$ cat src/rtl/vga_pkg.sv
// Shared definitions for the VGA pipeline: active window, colours and the sprite mode type.
package vga_pkg;

  localparam int unsigned H_ACTIVE = 640;
  localparam int unsigned V_ACTIVE = 480;
  localparam int unsigned H_OFFSET = 48;
  localparam int unsigned V_OFFSET = 33;

  typedef logic [11:0] rgb12_t;

  localparam rgb12_t SPR_COLOR   = 12'hF80;
  localparam rgb12_t BG_COLOR    = 12'h00F;
  localparam rgb12_t EDGE_COLOR  = 12'hFFF;
  localparam rgb12_t BLANK_COLOR = 12'h000;

  typedef enum logic {ModeManual, ModeAuto} mode_e;

  // Compare before add/subtract so the result saturates at the limit and never wraps.
  function automatic logic [9:0] step_inc(input logic [9:0] pos, input logic [9:0] step,
                                          input logic [9:0] lim);
    return (pos >= lim - step) ? lim : pos + step;
  endfunction

  function automatic logic [9:0] step_dec(input logic [9:0] pos, input logic [9:0] step);
    return (pos <= step) ? '0 : pos - step;
  endfunction

endpackage

$ cat src/rtl/btn_sync.sv
// Two-flop synchroniser for a bundle of asynchronous level inputs.
module btn_sync #(
  parameter int unsigned WIDTH = 1
) (
  input  logic             clk,
  input  logic             rst_n,
  input  logic [WIDTH-1:0] d,
  output logic [WIDTH-1:0] q
);

  logic [WIDTH-1:0] meta_q, sync_q;

  always_ff @(posedge clk or negedge rst_n) begin
    if (!rst_n) begin
      meta_q <= '0;
      sync_q <= '0;
    end else begin
      meta_q <= d;
      sync_q <= meta_q;
    end
  end

  assign q = sync_q;

endmodule

$ cat src/rtl/vga_sprite_engine.sv
// Pixel source: background, 1-pixel screen frame and one movable sprite, updated once per
// frame in vertical blanking from buttons (manual) or by bouncing off the edges (auto).
module vga_sprite_engine
  import vga_pkg::*;
#(
  parameter int unsigned SPR_W = 32,
  parameter int unsigned SPR_H = 32,
  parameter int unsigned STEP  = 2
) (
  input  logic        clk,
  input  logic        rst_n,
  input  logic [10:0] h_cnt,
  input  logic [10:0] v_cnt,
  input  logic        btn_up,
  input  logic        btn_down,
  input  logic        btn_left,
  input  logic        btn_right,
  input  logic        auto_en,
  output logic [3:0]  pix_r,
  output logic [3:0]  pix_g,
  output logic [3:0]  pix_b,
  output logic [9:0]  spr_x,
  output logic [9:0]  spr_y,
  output logic        frame_tick
);

  localparam logic [9:0]  X_MAX   = 10'(H_ACTIVE - SPR_W);
  localparam logic [9:0]  Y_MAX   = 10'(V_ACTIVE - SPR_H);
  localparam logic [9:0]  X_INIT  = 10'((H_ACTIVE - SPR_W) / 2);
  localparam logic [9:0]  Y_INIT  = 10'((V_ACTIVE - SPR_H) / 2);
  localparam logic [9:0]  STP     = 10'(STEP);
  localparam logic [10:0] H_START = 11'(H_OFFSET);
  localparam logic [10:0] H_END   = 11'(H_OFFSET + H_ACTIVE);
  localparam logic [10:0] V_START = 11'(V_OFFSET);
  localparam logic [10:0] V_END   = 11'(V_OFFSET + V_ACTIVE);
  localparam logic [10:0] X_LAST  = 11'(H_ACTIVE - 1);
  localparam logic [10:0] Y_LAST  = 11'(V_ACTIVE - 1);
  localparam logic [10:0] SW_M1   = 11'(SPR_W - 1);
  localparam logic [10:0] SH_M1   = 11'(SPR_H - 1);
  localparam logic [10:0] TICK_V  = 11'(V_OFFSET + V_ACTIVE);

  logic [4:0] sync;
  logic       up_s, down_s, left_s, right_s, auto_s;

  btn_sync #(.WIDTH(5)) u_btn_sync (
    .clk   (clk),
    .rst_n (rst_n),
    .d     ({auto_en, btn_right, btn_left, btn_down, btn_up}),
    .q     (sync)
  );

  assign {auto_s, right_s, left_s, down_s, up_s} = sync;

  // Rising edge of the first blanking line start, so stuck counters give a single tick.
  logic match, match_q, tick, frame_tick_q;
  assign match = (h_cnt == '0) && (v_cnt == TICK_V);
  assign tick  = match && !match_q;

  mode_e      mode_q, mode_d;
  logic [9:0] spr_x_q, spr_y_q, x_d, y_d;
  logic       dx_q, dy_q, dx_d, dy_d;

  always_comb begin
    mode_d = mode_q;
    unique case (mode_q)
      ModeManual: if (auto_s)  mode_d = ModeAuto;
      ModeAuto:   if (!auto_s) mode_d = ModeManual;
    endcase
  end

  // Movement uses the mode being entered on this tick, so auto_en acts from the next tick.
  always_comb begin
    x_d  = spr_x_q;
    y_d  = spr_y_q;
    dx_d = dx_q;
    dy_d = dy_q;
    if (mode_d == ModeAuto) begin
      if (dx_q) begin
        x_d  = step_inc(spr_x_q, STP, X_MAX);
        dx_d = !(spr_x_q >= X_MAX - STP);
      end else begin
        x_d  = step_dec(spr_x_q, STP);
        dx_d = (spr_x_q <= STP);
      end
      if (dy_q) begin
        y_d  = step_inc(spr_y_q, STP, Y_MAX);
        dy_d = !(spr_y_q >= Y_MAX - STP);
      end else begin
        y_d  = step_dec(spr_y_q, STP);
        dy_d = (spr_y_q <= STP);
      end
    end else begin
      if (right_s && !left_s)      x_d = step_inc(spr_x_q, STP, X_MAX);
      else if (left_s && !right_s) x_d = step_dec(spr_x_q, STP);
      if (down_s && !up_s)         y_d = step_inc(spr_y_q, STP, Y_MAX);
      else if (up_s && !down_s)    y_d = step_dec(spr_y_q, STP);
    end
  end

  always_ff @(posedge clk or negedge rst_n) begin
    if (!rst_n) begin
      match_q      <= 1'b0;
      frame_tick_q <= 1'b0;
      mode_q       <= ModeManual;
      spr_x_q      <= X_INIT;
      spr_y_q      <= Y_INIT;
      dx_q         <= 1'b1;
      dy_q         <= 1'b1;
    end else begin
      match_q      <= match;
      frame_tick_q <= tick;
      if (tick) begin
        mode_q  <= mode_d;
        spr_x_q <= x_d;
        spr_y_q <= y_d;
        dx_q    <= dx_d;
        dy_q    <= dy_d;
      end
    end
  end

  // x/y may underflow outside the active window; only used when active.
  logic [10:0] x, y, sx, sy;
  logic        active, in_x, in_y, on_edge;
  rgb12_t      colour_d, pix_q;

  always_comb begin
    x        = h_cnt - H_START;
    y        = v_cnt - V_START;
    sx       = {1'b0, spr_x_q};
    sy       = {1'b0, spr_y_q};
    active   = (h_cnt >= H_START) && (h_cnt < H_END) && (v_cnt >= V_START) && (v_cnt < V_END);
    in_x     = (x >= sx) && (x <= sx + SW_M1);
    in_y     = (y >= sy) && (y <= sy + SH_M1);
    on_edge  = (((x == sx) || (x == sx + SW_M1)) && in_y) ||
               (((y == sy) || (y == sy + SH_M1)) && in_x);
    colour_d = BG_COLOR;
    if (!active)                                                 colour_d = BLANK_COLOR;
    else if (on_edge)                                            colour_d = EDGE_COLOR;
    else if (in_x && in_y)                                       colour_d = SPR_COLOR;
    else if (x == '0 || x == X_LAST || y == '0 || y == Y_LAST)   colour_d = EDGE_COLOR;
  end

  always_ff @(posedge clk or negedge rst_n) begin
    if (!rst_n) pix_q <= BLANK_COLOR;
    else        pix_q <= colour_d;
  end

  assign {pix_r, pix_g, pix_b} = pix_q;
  assign spr_x      = spr_x_q;
  assign spr_y      = spr_y_q;
  assign frame_tick = frame_tick_q;

endmodule

$ cat config.mk
export PLATFORM = sky130hd
export DESIGN_NAME = vga_sprite_engine
export DESIGN_NICKNAME = d
export VERILOG_FILES = /design/src/rtl/vga_pkg.sv /design/src/rtl/btn_sync.sv /design/src/rtl/vga_sprite_engine.sv
export SDC_FILE = /design/constraint.sdc
export NUM_CORES = 1
export LEC_CHECK = 0
export ABC_AREA = 1
export BUFFER_PORTS_ARGS = -buffer_cell sky130_fd_sc_hd__buf_2
export CAP_MARGIN = 10
export CORE_MARGIN = 5
export CORE_UTILIZATION = 52
export DETAILED_ROUTE_END_ITERATION = 16
export PLACE_DENSITY = 0.73
export SKIP_CTS_REPAIR_TIMING = 1
export SYNTH_ARGS = -nofsm -noshare
export SYNTH_HDL_FRONTEND = slang
export SYNTH_HIERARCHICAL = 1
export SYNTH_SLANG_ARGS = --single-unit
$ cat constraint.sdc
create_clock -name clk -period 3.45 [get_ports clk]
set_input_delay 0.1725 -clock clk [delete_from_list [all_inputs] [get_ports clk]]
set_output_delay 0.1725 -clock clk [all_outputs]
set_load 0.03 [all_outputs]
### Word level (Yosys, flattened, before mapping)

Index checks and enable logic that the tools add are counted.

* register bits: 46
* output and inout bits: 33
* logic and storage cells: 90

* add/subtract/negate cells: 8
* $lt $le $gt $ge: 12
* equality and inequality tests: 7
* mux-type cells: 19
* reduce and logical (&&, ||, !) cells: 35

Operator list (count)
* 10-bit two-way mux: 12
* 12-bit two-way mux: 4
* 11-bit logical NOT: 3
* 10-bit by 5-bit adder with 11-bit output (second input constant): 2
* 11-bit by 10-bit == test with 1-bit output: 2
* 11-bit by 10-bit == test with 1-bit output (second input constant): 2
* 11-bit == test: 2
* 11-bit by 10-bit >= comparator with 1-bit output: 2
* 11-bit by 6-bit >= comparator with 1-bit output (second input constant): 2
* 11-bit <= comparator: 2
* 11-bit by 10-bit less-than comparator with 1-bit output (second input constant): 2
* 11-bit by 6-bit subtractor with 11-bit output (second input constant): 2
* 10-bit by 2-bit adder with 10-bit output (second input constant): 2
* 10-bit by 2-bit <= comparator with 1-bit output (second input constant): 2
* 10-bit by 2-bit subtractor with 10-bit output (second input constant): 2
* 1-bit logical AND: 14
* 11-bit by 9-bit == test with 1-bit output (second input constant): 1
* 10-bit >= comparator (second input constant): 1
* 10-bit by 9-bit >= comparator with 1-bit output (second input constant): 1
* 1-bit logical NOT: 7
* 1-bit logical OR: 6
* 2-bit AND reduction: 3
* 3-bit nonzero test: 2
* 1-bit two-way mux: 3

### Logic depth before layout (Yosys ltp)

* word-level depth: 9
* gate-level depth with buffers: 20

### Modules after synthesis

The synthesis kept the hierarchy.

By module, submodules not included
* vga_sprite_engine: times used 1, cells each 623, area each 4129.0 µm², sequential area each 685.7 µm²
* btn_sync: times used 1, cells each 10, area each 250.2 µm², sequential area each 250.2 µm²

### Worst setup path before layout

Ideal clock, no wire load.

* path type: register to register
* start: reg spr_x_q[1] (netlist: spr_x[1])
* end: reg pix_q[6]
* setup time: 0.074 ns
* arrival time: 2.798 ns
* slack: 0.578 ns
* stages on the path, launching flop included: 20
* buffers on the path: 0
* cell sequence: dfrtp_1 -> inv_1 -> ha_1 -> nand2_1 -> nor2_1 -> nand2_1 -> nand2_1 -> nor3_1 -> xor2_1 -> inv_1 -> ha_1 -> nand2_1 -> nor2_1 -> nand3_1 -> o2111ai_1 -> a22oi_1 -> nand2_1 -> nand2_2 -> inv_2 -> a21oi_2

* word-level cells in the longest chain between the ends: 7

RTL lines
* start: declaration: RTL line vga_sprite_engine.sv:60 `logic [9:0] spr_x_q, spr_y_q, x_d, y_d;`
* start signal: assignment: RTL line vga_sprite_engine.sv:105 `spr_x_q <= X_INIT;`
* start signal: assignment: RTL line vga_sprite_engine.sv:114 `spr_x_q <= x_d;`
* 10-bit by 5-bit adder with 11-bit output: RTL line vga_sprite_engine.sv:133, vga_sprite_engine.sv:135
* 11-bit <= comparator or 11-bit == test (tied branches): RTL line vga_sprite_engine.sv:133, vga_sprite_engine.sv:135
* 1-bit logical AND or 1-bit logical OR (tied branches): RTL line vga_sprite_engine.sv:133, vga_sprite_engine.sv:135
* 1-bit logical AND (on tied branches): RTL line vga_sprite_engine.sv:140, vga_sprite_engine.sv:135, vga_sprite_engine.sv:136
* 12-bit two-way mux or 1-bit logical OR (tied branches): RTL line vga_sprite_engine.sv:140, vga_sprite_engine.sv:135
* 12-bit two-way mux (*): RTL line vga_sprite_engine.sv:139 `else if (on_edge) colour_d = EDGE_COLOR;`
* 12-bit two-way mux (*): RTL line vga_sprite_engine.sv:138 `if (!active) colour_d = BLANK_COLOR;`
* end signal: assignment: RTL line vga_sprite_engine.sv:146 `else pix_q <= colour_d;`
* end: declaration: RTL line vga_sprite_engine.sv:125 `rgb12_t colour_d, pix_q;`

Every way passes the cells marked *; elsewhere a longest branch is shown, timed or not.
A chain may end at the register's enable or synchronous reset.

### Worst setup path after layout

Ends and elaborated chain as after synthesis.

==> out/summary.log <==
[route] post-DR vias/cell 5.56
[global_routing] number of global-route vias before repair 4307
[route] Avg WL per Cell 14.6 um
[critical_path] slowest stage cell on the critical path dfrtp_1
[placed_design] dpl cell area 4720 um^2
[placed_design] # port buffers 61
[sta] actual transition at the worst max-transition pin 0.856 ns
[critical_path] largest driver fanout on the critical path 7
[sta] hold violation total from the final report 29
[sta] minimum hold slack -0.0326 ns
[layout] number of non-filler instances in the completed layout 797
[synthesis] synthesized area divided by synthesized cell count 6.92 um^2
[critical_path] most frequent CP cell nand2_1
[route] drt first-iter violations 276
[run_status] run status finished with violations
[route] routed wire length 11600 um
[power] overall power consumption 992 uW
[critical_path] number of gates on the worst path with buffers counted 19
[layout] antenna fix cells 0
[synthesis] count of synthesis-stage warnings from yosys 6
[synthesis] dominant synthesized flop cell dfrtp_1
[layout] area occupied by multi-input gates 3000 um^2
[placed_design] RePlAce Congestion 0.927
[global_routing] number of antenna violations at the first check in global routing 0
[synthesis] most common cell in the synthesized netlist nand2_1
[power] net switching component of the power 333 uW
[power] portion of total power attributed to the clock network 32.7%
[cts] H-Tree Depth 2
[sta] RSZ-0062 raised after global routing no
[power] Pint 659 uW
[critical_path] Critical Path End Type flop
[synthesis] biggest area consumer among synthesized cells ha_1
[die] count of standard-cell rows 33
[sta] number of slew-limit violations in the final report 0
[critical_path] Worst Path Required 3.68 ns
[critical_path] type of origin of the critical path flop
[cts] TritonCTS buffer count 5
[cts] maximum buffer depth of the clock tree 2
[sta] crit path time final 3.00 ns
[route] final routed DRC violation total 0
[power] Pwr per Cell Area 204 nW/um^2
[route] ANT nets after route 0
[cts] clock tree from TritonCTS done
[critical_path] cell chain of the critical path inv_1, ha_1, nand2_1, nor2_1, nand2_1, nand2_1, nor3_1, xor2_1, inv_1, ha_1, nand2_1, nor2_1, nand3_1, o2111ai_1, a22oi_1, nand2_1, nand2_2, inv_2, a21oi_2
[die] die extent in x 102 um
[global_routing] grt total ovfl 0
[route] detailed-router iteration count before antenna repair 5
[layout] Layout Area Growth over Synthesis 11.0%
[run] max-cap violations 0
[synthesis] number of enable-type register cells in the synthesized netlist 0
[sta] Max Freq 333 MHz
[power] proportion of power drawn by combinational gates 22.6%
[hold_path] class of the tightest hold or removal check input pin to async pin
[synthesis] post-synth design cell area 4380 um^2
[layout] number of fillers in the final layout 820
[die] core area 8220 um^2
[die] Die Height 102 um
[sta] setup TNS 0 ns
[synthesis] Syn Inst Count 633
[placed_design] final HPWL from detailed placement 9560 um
[die] num ports 62
[synthesis] flops & latches, synth 37
[sta] fin crit share 87.1%
[critical_path] Critical Path AT 3.23 ns
[power] part of the total power dissipated in sequential elements 44.7%
[critical_path] CP max stage delay 0.45 ns
[layout] final instance area 4860 um^2
[synthesis] post-synth net total 722
[critical_path] CP top delay family simple AND/OR/NAND/NOR gates
[synthesis] top post-synthesis cells by count nand2_1, inv_1, nor2_1, ha_1, o21ai_0
[synthesis] async set or reset register ratio after synthesis 100%
[sta] Slew HR 42.9%
[critical_path] number of buffer and inverter stages on the critical path 3
[critical_path] worst reg2reg path depth 19
[critical_path] crit path kind flop to flop
[synthesis] number of distinct library cells after synthesis 49
[power] switching part of the total 33.6%
[cts] cell chosen for the clock root clkbuf_8
[synthesis] portion of the post-synthesis area used by sequential elements 21.4%
[layout] total number of nets in the final design 780
[cts] clk_lat worst skew 0.30 ns
[die] die footprint 10400 um^2
[route] vias post-DR 4429
[power] static power due to leakage 0.00258 uW
[sta] Final Setup Violations 0
[cts] clock net sink count 37
[global_routing] pin count of the biggest net entering global routing 38
[synthesis] Synth area leaders ha_1, dfrtp_1, nand2_1
[placed_design] Placed Cells 784
[power] Worst IR Drop VDD 0.214 mV
[global_routing] first-pass GRT wire length 19400 um
[layout] Sequential cell area 936 um^2
[sta] Final Skew 0.0146 ns
[die] initial standard-cell utilization of the core 53.3%
[synthesis] area fraction of the dominant cell type after synthesis 17.1%
[cts] clock transition time at the flip-flop clock pins of the worst setup and hold paths 0.09 ns
[global_routing] Total Routing Usage GR 23.4%
[run_status] failing checks hold timing
[layout] fraction of layout cells with a size suffix above 1 15.3%
## power by group through the flow
stage	combinational [uW]	sequential, uW	clock, uW
floorplan	142	452	0
global placement	212	451	0
detailed placement	217	452	0
CTS	219	443	341
global route	255	444	364
finish	225	443	325
## through the flow
stage	setup slack, ns	util [%]
finish	0.446	59.1
global placement	0.613	57.4
floorplan	0.578	-
CTS	0.442	58.5
detailed placement	0.453	57.4
global route	0.0296	59.1
## area by class of cell
cell class              instances  area share [%]
flip-flops and latches         37            19.3
well taps                     105            2.70
clock buffers                   5            1.42
multi-input cells             488            61.7
clock inverters                 3           0.438
inverters                      93            7.18
repair buffers                 66            7.31
## registers in the layout, indices dropped and copies added, names as in the netlist
name / cells
frame_tick: 1
dx_q: 1
u_btn_sync/meta_q: 5
u_btn_sync/q: 5
dy_q: 1
spr_x: 10
spr_y: 10
match_q: 1
pix_q: 3
## path summary, 6_finish.rpt
| path | startpoint | to | slack [ns] |
|---|---|---|---|
| max in group asynchronous | rst_n | spr_y[0] | 2.93 |
| setup reg to reg | spr_x[1] | pix_q[6] | 0.45 |
| min in group clk | h_cnt[10] | pix_q[6] | 0.23 |
| setup / recovery | spr_x[1] | pix_q[6] | 0.45 |
| hold / removal | rst_n | u_btn_sync/meta_q[1] | -0.03 |
| hold reg to reg | u_btn_sync/meta_q[0] | u_btn_sync/q[0] | 0.36 |
## per-layer routing
metal  global-route usage (%)  wire, um  vias up
li1                         -         -     2228
met4                     6.75       157        0
met5                        0         0        -
met1                     31.2      5290     2038
met2                     39.2      5490      152
met3                     3.58       687       11
## cells in the final DEF, fill, tap and decap left out, drive strengths merged, types with 2 or more instances in the layout
cell         Yosys  layout
nand3           50      50
clkinv           2       3
a31oi            2       2
nor2            72      72
a211oi           6       6
a21o             3       3
nand2          119     119
xor2            26      26
nor4             2       2
o22ai            2       2
nor3            17      17
a21oi           31      31
dfrtp           29      29
o31ai            6       6
clkbuf           3       5
inv             91      92
dlygate4sd3      0       5
dfstp            8       8
or2              4       4
o221ai           2       2
ha              60      60
xnor2            2       2
o21ai           49      49
nand4           16      16
o311ai           3       3
buf             12      61
o211ai           5       5
## cells by family (layout without fill, tap and decap cells)
kind of cell,after synthesis,after routing,share of synthesized area [%]
flops,37,37,21.4
simple gates,283,283,29.9
xor+xnor,28,28,5.60
mux,1,1,0.229
fa+ha+maj,60,60,17.1
compound gates,116,116,15.6
buf+inv,108,167,10.2
Power figures use the tool's default switching activity.
